File: src/rtl/mux2_arbiter_if.sv
// Handshake bundle between two requesters, the shared word register and its downstream consumer.
interface mux2_arbiter_if #(
  parameter int WIDTH = 32,
  parameter int CNT_W = 8
);
  logic             req0;
  logic [WIDTH-1:0] in0;
  logic             gnt0;
  logic             req1;
  logic [WIDTH-1:0] in1;
  logic             gnt1;
  logic [WIDTH-1:0] out;
  logic             out_valid;
  logic             out_ready;
  logic             out_sel;
  logic [CNT_W-1:0] xfer_count;

  modport master (
    output req0, in0, req1, in1, out_ready,
    input  gnt0, gnt1, out, out_valid, out_sel, xfer_count
  );

  modport slave (
    input  req0, in0, req1, in1, out_ready,
    output gnt0, gnt1, out, out_valid, out_sel, xfer_count
  );
endinterface

File: src/rtl/mux2_arbiter.sv
// Round-robin arbiter that muxes two word sources into one registered output
// presented downstream through a valid/ready handshake.
module mux2_arbiter #(
  parameter int WIDTH = 32,
  parameter int CNT_W = 8
) (
  input  logic          clk,
  input  logic          reset_n,
  mux2_arbiter_if.slave bus
);

  typedef enum logic {EMPTY = 1'b0, FULL = 1'b1} state_t;

  state_t           state_q, state_d;
  logic             last_q;
  logic             any_req, load, winner, drain;
  logic [WIDTH-1:0] out_q;
  logic             sel_q;
  logic [CNT_W-1:0] count_q;

  // State register
  always_ff @(posedge clk or negedge reset_n) begin
    if (!reset_n) state_q <= EMPTY;
    else          state_q <= state_d;
  end

  // Next-state logic: a load always leaves a word behind; a drain without load empties
  always_comb begin
    state_d = state_q;
    if (load)       state_d = FULL;
    else if (drain) state_d = EMPTY;
  end

  // Output / arbitration logic; grants are held off while reset is asserted
  always_comb begin
    any_req  = bus.req0 | bus.req1;
    winner   = (bus.req0 & bus.req1) ? ~last_q : bus.req1;
    load     = reset_n & any_req & ((state_q == EMPTY) | bus.out_ready);
    drain    = (state_q == FULL) & bus.out_ready;
    bus.gnt0 = load & ~winner;
    bus.gnt1 = load & winner;
  end

  // Word register, source tag, tie-break history and transfer counter
  always_ff @(posedge clk or negedge reset_n) begin
    if (!reset_n) begin
      out_q   <= '0;
      sel_q   <= 1'b0;
      last_q  <= 1'b1;
      count_q <= '0;
    end else begin
      if (load) begin
        out_q  <= winner ? bus.in1 : bus.in0;
        sel_q  <= winner;
        last_q <= winner;
      end
      if (drain) count_q <= count_q + 1'b1;
    end
  end

  assign bus.out        = out_q;
  assign bus.out_sel    = sel_q;
  assign bus.out_valid  = (state_q == FULL);
  assign bus.xfer_count = count_q;

endmodule
File: src/flat_wrapper.sv
// flat-port wrapper written by rule: the top's interface ports become plain ports
module mux2_arbiter_flat 
#(
  parameter int WIDTH = 32,
  parameter int CNT_W = 8
)
  (clk, reset_n, bus_req0, bus_in0, bus_req1, bus_in1, bus_out_ready, bus_gnt0, bus_gnt1, bus_out, bus_out_valid, bus_out_sel, bus_xfer_count);
  mux2_arbiter_if #(.WIDTH(WIDTH), .CNT_W(CNT_W)) bus_i ();
  input  logic clk;
  input  logic reset_n;
  input wire logic [$bits(bus_i.req0)-1:0] bus_req0;
  input wire logic [$bits(bus_i.in0)-1:0] bus_in0;
  input wire logic [$bits(bus_i.req1)-1:0] bus_req1;
  input wire logic [$bits(bus_i.in1)-1:0] bus_in1;
  input wire logic [$bits(bus_i.out_ready)-1:0] bus_out_ready;
  output wire logic [$bits(bus_i.gnt0)-1:0] bus_gnt0;
  output wire logic [$bits(bus_i.gnt1)-1:0] bus_gnt1;
  output wire logic [$bits(bus_i.out)-1:0] bus_out;
  output wire logic [$bits(bus_i.out_valid)-1:0] bus_out_valid;
  output wire logic [$bits(bus_i.out_sel)-1:0] bus_out_sel;
  output wire logic [$bits(bus_i.xfer_count)-1:0] bus_xfer_count;
  assign bus_i.req0 = bus_req0;
  assign bus_i.in0 = bus_in0;
  assign bus_i.req1 = bus_req1;
  assign bus_i.in1 = bus_in1;
  assign bus_i.out_ready = bus_out_ready;
  assign bus_gnt0 = bus_i.gnt0;
  assign bus_gnt1 = bus_i.gnt1;
  assign bus_out = bus_i.out;
  assign bus_out_valid = bus_i.out_valid;
  assign bus_out_sel = bus_i.out_sel;
  assign bus_xfer_count = bus_i.xfer_count;
  mux2_arbiter #(.WIDTH(WIDTH), .CNT_W(CNT_W)) u_core (.clk(clk), .reset_n(reset_n), .bus(bus_i));
endmodule
File: config.mk
export PLATFORM = sky130hd
export DESIGN_NAME = mux2_arbiter_flat
export DESIGN_NICKNAME = d
export VERILOG_FILES = /design/src/rtl/mux2_arbiter_if.sv /design/src/rtl/mux2_arbiter.sv /design/src/flat_wrapper.sv
export SDC_FILE = /design/constraint.sdc
export NUM_CORES = 1
export LEC_CHECK = 0
export CORE_MARGIN = 4
export CORE_UTILIZATION = 41
export CTS_CLUSTER_DIAMETER = 80
export DETAILED_ROUTE_END_ITERATION = 12
export PLACE_DENSITY = 0.85
export SLEW_MARGIN = 10
export SYNTH_ARGS = -nofsm -noshare
export SYNTH_HDL_FRONTEND = slang
export SYNTH_SLANG_ARGS = --single-unit
File: constraint.sdc
create_clock -name clk -period 3.3 [get_ports clk]
set_clock_uncertainty 0.1 [all_clocks]
set_input_delay 0.495 -clock clk [delete_from_list [all_inputs] [get_ports clk]]
set_output_delay 0.495 -clock clk [all_outputs]
set_load 0.02 [all_outputs]
Word level (Yosys, flattened, before mapping):

Cells that the tools add are included.

* bits in latches: 0
* bits in writable memories: 0
* register bits: 43
* input bits: 69
* bits in read-only memories: 0
* output and inout bits: 44
* word-level logic and storage cells: 22
* memories: 0

* reduce and logical (&&, ||, !) cells: 1
* add/subtract/negate cells: 1
* div/mod/pow operators: 0
* mux-type cells: 4
* equal/unequal tests: 0
* bitwise gates (word level): 11
* multiply operators: 0
* shifts and indexed selects: 0
* order comparisons: 0

Operators with widths (count)
* 2-to-1 mux 32 bit: 1
* adder 8 x 1 -> 8 bit, second input constant: 1
* bitwise AND 1 bit: 6
* 2-to-1 mux 1 bit: 3
* inverter 1 bit: 3
* OR 1 bit: 2
* nonzero test 2 bit: 1

Depth between registers and ports, before layout:

* word-level depth: 4
* mapped depth: 6

Worst setup path before layout:

Ideal clock, no wire load.

* path kind: input to output
* start point: input bus_out_ready
* end point: output bus_gnt1
* stages on the path: 5
* required time: 2.705 ns
* data arrival time: 1.164 ns
* setup slack: 1.541 ns
* path through: nand2b_4 -> buf_6 -> and4_4 -> buf_6 -> buf_6

* longest elaborated chain between the ends: 3

RTL lines
* from (decl): RTL line flat_wrapper.sv:15 `input wire logic [$bits(bus_i.out_ready)-1:0] bus_out_ready;`
* OR 1 bit: RTL line mux2_arbiter.sv:38 `load = reset_n & any_req & ((state_q == EMPTY) | bus.out_ready);`
* bitwise AND 1 bit: RTL line mux2_arbiter.sv:38
* bitwise AND 1 bit: RTL line mux2_arbiter.sv:41 `bus.gnt1 = load & winner;`
* to (decl): RTL line flat_wrapper.sv:17 `output wire logic [$bits(bus_i.gnt1)-1:0] bus_gnt1;`

No other way between the ends.

Worst setup path after layout:

Ends and elaborated chain as after synthesis.

==> impl_metrics.env <==
export IMPL_seqPwrFrac_pct=40.3
export IMPL_grt_pass1_vias=1784
export IMPL_setup_tns_ns=0
export IMPL_start_util_pct=42.2
export IMPL_cts_tree="done"
export IMPL_synth_main_ff_cell="dfrtp_1"
export IMPL_grt_max_degree=35
export IMPL_synth_top_area_cell="dfrtp_1"
export IMPL_power_frac_clock_pct=20.0
export IMPL_die_y_um=77.5
export IMPL_clock_fmax_mhz=380
export IMPL_required_ns=2.70
export IMPL_drive_gt1_share_pct=6.84
export IMPL_p_leak_uw=0.00131
export IMPL_hp_class="primary input to async pin"
export IMPL_yosysUniqueCellTypes=21
export IMPL_ios=113
export IMPL_cts_root_buf="clkbuf_8"
export IMPL_cts_setup_buffers=0
export IMPL_post_cts_resized=0
export IMPL_synth_top_cell_area_share_pct=53.1
export IMPL_cts_sinks=43
export IMPL_io_buffers=112
export IMPL_async_flop_share_pct=100
export IMPL_cts_path_max_buffers=2
export IMPL_clock_latency_ns=0.28
export IMPL_path_class="primary input to primary output"
export IMPL_critPathArrivalTime_ns=2.03
export IMPL_synthesis_area_mm2=0.00198
export IMPL_antenna_found_initial=0
export IMPL_hpwlAfterDp_um=4000
export IMPL_die_x_um=77.5
export IMPL_final_nets=332
export IMPL_syn_inst=153
export IMPL_worst_pin_slew_ns=0.463
export IMPL_via_per_inst=5.39
export IMPL_period_share_pct=79.6
export IMPL_powerDensity_mw_per_mm2=569
export IMPL_yosysMostFrequentCell="dfrtp_1"
export IMPL_synth_edf_count=0
export IMPL_clk_pin_slew_worst_paths_ns=0.08
export IMPL_syn_nets=223
export IMPL_syn_area_per_cell_um2=12.9
export IMPL_core_mm2=0.00469
export IMPL_finalSetupViolCount=0
export IMPL_grt_usage_pct=18.3
export IMPL_drc=0
export IMPL_wirelength_um=5410
export IMPL_ir_drop_v=0.000305
export IMPL_outcome="completed"
export IMPL_rsz0062_at_grt="false"
export IMPL_crit_fanout=16
export IMPL_internal_power_uw=1230
export IMPL_gp_congestion=0.808
export IMPL_fin_hold_ws_ns=0.122
export IMPL_ys_seq_area_share_pct=54.5
export IMPL_netlist_top_cells_count="42 x dfrtp_1, 32 x a21boi_0, 32 x a221o_1, 9 x buf_6, 7 x clkbuf_1"
export IMPL_layout_setup_ws_ns=0.672
export IMPL_grt_ovfl_total=0
export IMPL_routedWlPerCell_um=17.1
export IMPL_switchingPower_uw=577
export IMPL_numCtsBuffers=5
export IMPL_slew_headroom_pct=69.1
export IMPL_cts_max_level=2
export IMPL_ys_top_cells_by_area="dfrtp_1 53%, a221o_1 16%, a21boi_0 12%"
export IMPL_synth_warning_count=0
export IMPL_worst_setup_path_start_kind="primary input"
export IMPL_post_route_min_period_ns=2.63
export IMPL_slew_violations=0
export IMPL_diodes=0
export IMPL_hold_viol_final=0
export IMPL_ctsHoldBuffers=0
export IMPL_dieArea_mm2=0.00600
export IMPL_cp_end_kind="primary output"
export IMPL_num_rows=25
export IMPL_ant_nets=0
export IMPL_ys_seq_elements=43
export IMPL_drv_cap=0
export IMPL_areaGrowthSynthToFinish_pct=60.7
export IMPL_power_frac_comb_pct=39.7
export IMPL_grt_pass1_wl_um=8750
export IMPL_first_pass_iters=4
export IMPL_netSwitchingFraction_pct=31.9
export IMPL_dp_slack_ns=0.678
export IMPL_num_vias=1709
export IMPL_dr_first_iter_drc_count=75
==> stage by stage <==
stage               total power (µW)  util (%)  area, µm²  instances
detailed placement              1470      65.6       3080        309
floorplan                       1080         -       1980        153
global route                    1900      67.8       3180        317
CTS                             1830      67.8       3180        317
finish                          1810      67.8       3180        317
global placement                1440      65.6       3080        309
==> final timing paths <==
check	from	cells after the start	to	slack, ns
setup / recovery	bus_out_ready	4	bus_gnt1	0.67
hold / removal	reset_n	2	u_core.bus.out[13]	0.12
setup reg to reg	u_core.bus.out_valid	4	u_core.bus.out[30]	1.68
hold reg to reg	u_core.bus.xfer_count[7]	1	u_core.bus.xfer_count[7]	0.37
max in group asynchronous	reset_n	2	u_core.last_q	2.72
min in group clk	u_core.bus.xfer_count[7]	1	u_core.bus.xfer_count[7]	0.37
==> per-layer routing <==
| metal | part of all wire (%) | wire, µm | up-vias | GRT usage, % |
|---|---|---|---|---|
| met5 | 0 | 0 | - | 0 |
| met1 | 43 | 2320 | 811 | 21.9 |
| met3 | 8.0 | 435 | 7 | 6.50 |
| met2 | 48 | 2600 | 79 | 30.8 |
| met4 | 1.1 | 60 | 0 | 5.69 |
| li1 | - | - | 812 | - |
==> flip-flops by register name (all words and copies together), names as in the netlist <==
register and cells:
u_core.bus.out_sel 1, u_core.last_q 1, u_core.bus.xfer_count 8, u_core.bus.out 32, u_core.bus.out_valid 1
==> worst max-delay path, stage by stage <==
cell and delay (ns):
clkdlybuf4s50_1 0.47, nand2b_4 0.21, and4_4 0.25, clkdlybuf4s50_1 0.60
==> cells by family (layout without fill, tap and decap cells) <==
logic type | after synthesis | count (layout) | share of synthesized area [%]
AO/OA/AOI/OAI | 68 | 68 | 29.8
flip-flops | 43 | 43 | 54.5
buffers and inverters | 18 | 128 | 6.83
AND/OR/NAND/NOR | 15 | 15 | 4.62
XOR/XNOR | 7 | 7 | 3.10
adder cells (fa/ha/maj) | 1 | 1 | 0.632
multiplexers | 1 | 1 | 0.569
==> cell usage in the layout, fill, tap and decap left out, types with 2 or more instances in the layout <==
master           synthesis  routed
clkbuf_8                 0       7
xnor2_1                  6       6
buf_4                    0       6
nand2_1                  4       4
nand4_1                  4       4
and3_1                   2       2
clkdlybuf4s50_1          0     111
a21boi_0                32      32
a21oi_1                  2       2
nor2_1                   2       2
inv_1                    2       2
dfrtp_1                 42      42
a221o_1                 32      32
==> power groups by stage <==
stage / Combinational [µW] / Clock, µW / Sequential [µW]
2_1_floorplan: 210 / 0 / 875
3_3_place_gp: 712 / 0 / 733
3_5_place_dp: 725 / 0 / 740
4_1_cts: 728 / 369 / 731
5_1_grt: 761 / 394 / 748
6_report: 718 / 362 / 729
==> cell type report <==
cell class / count / area (µm²)
Fill cell: 361 / 1510
Timing Repair Buffer: 118 / 1160
Sequential cell: 43 / 1080
Multi-Input combinational cell: 92 / 766
Clock buffer: 8 / 100
Tap cell: 54 / 67.6
Inverter: 2 / 7.51
(Power assumes the default switching activity.)
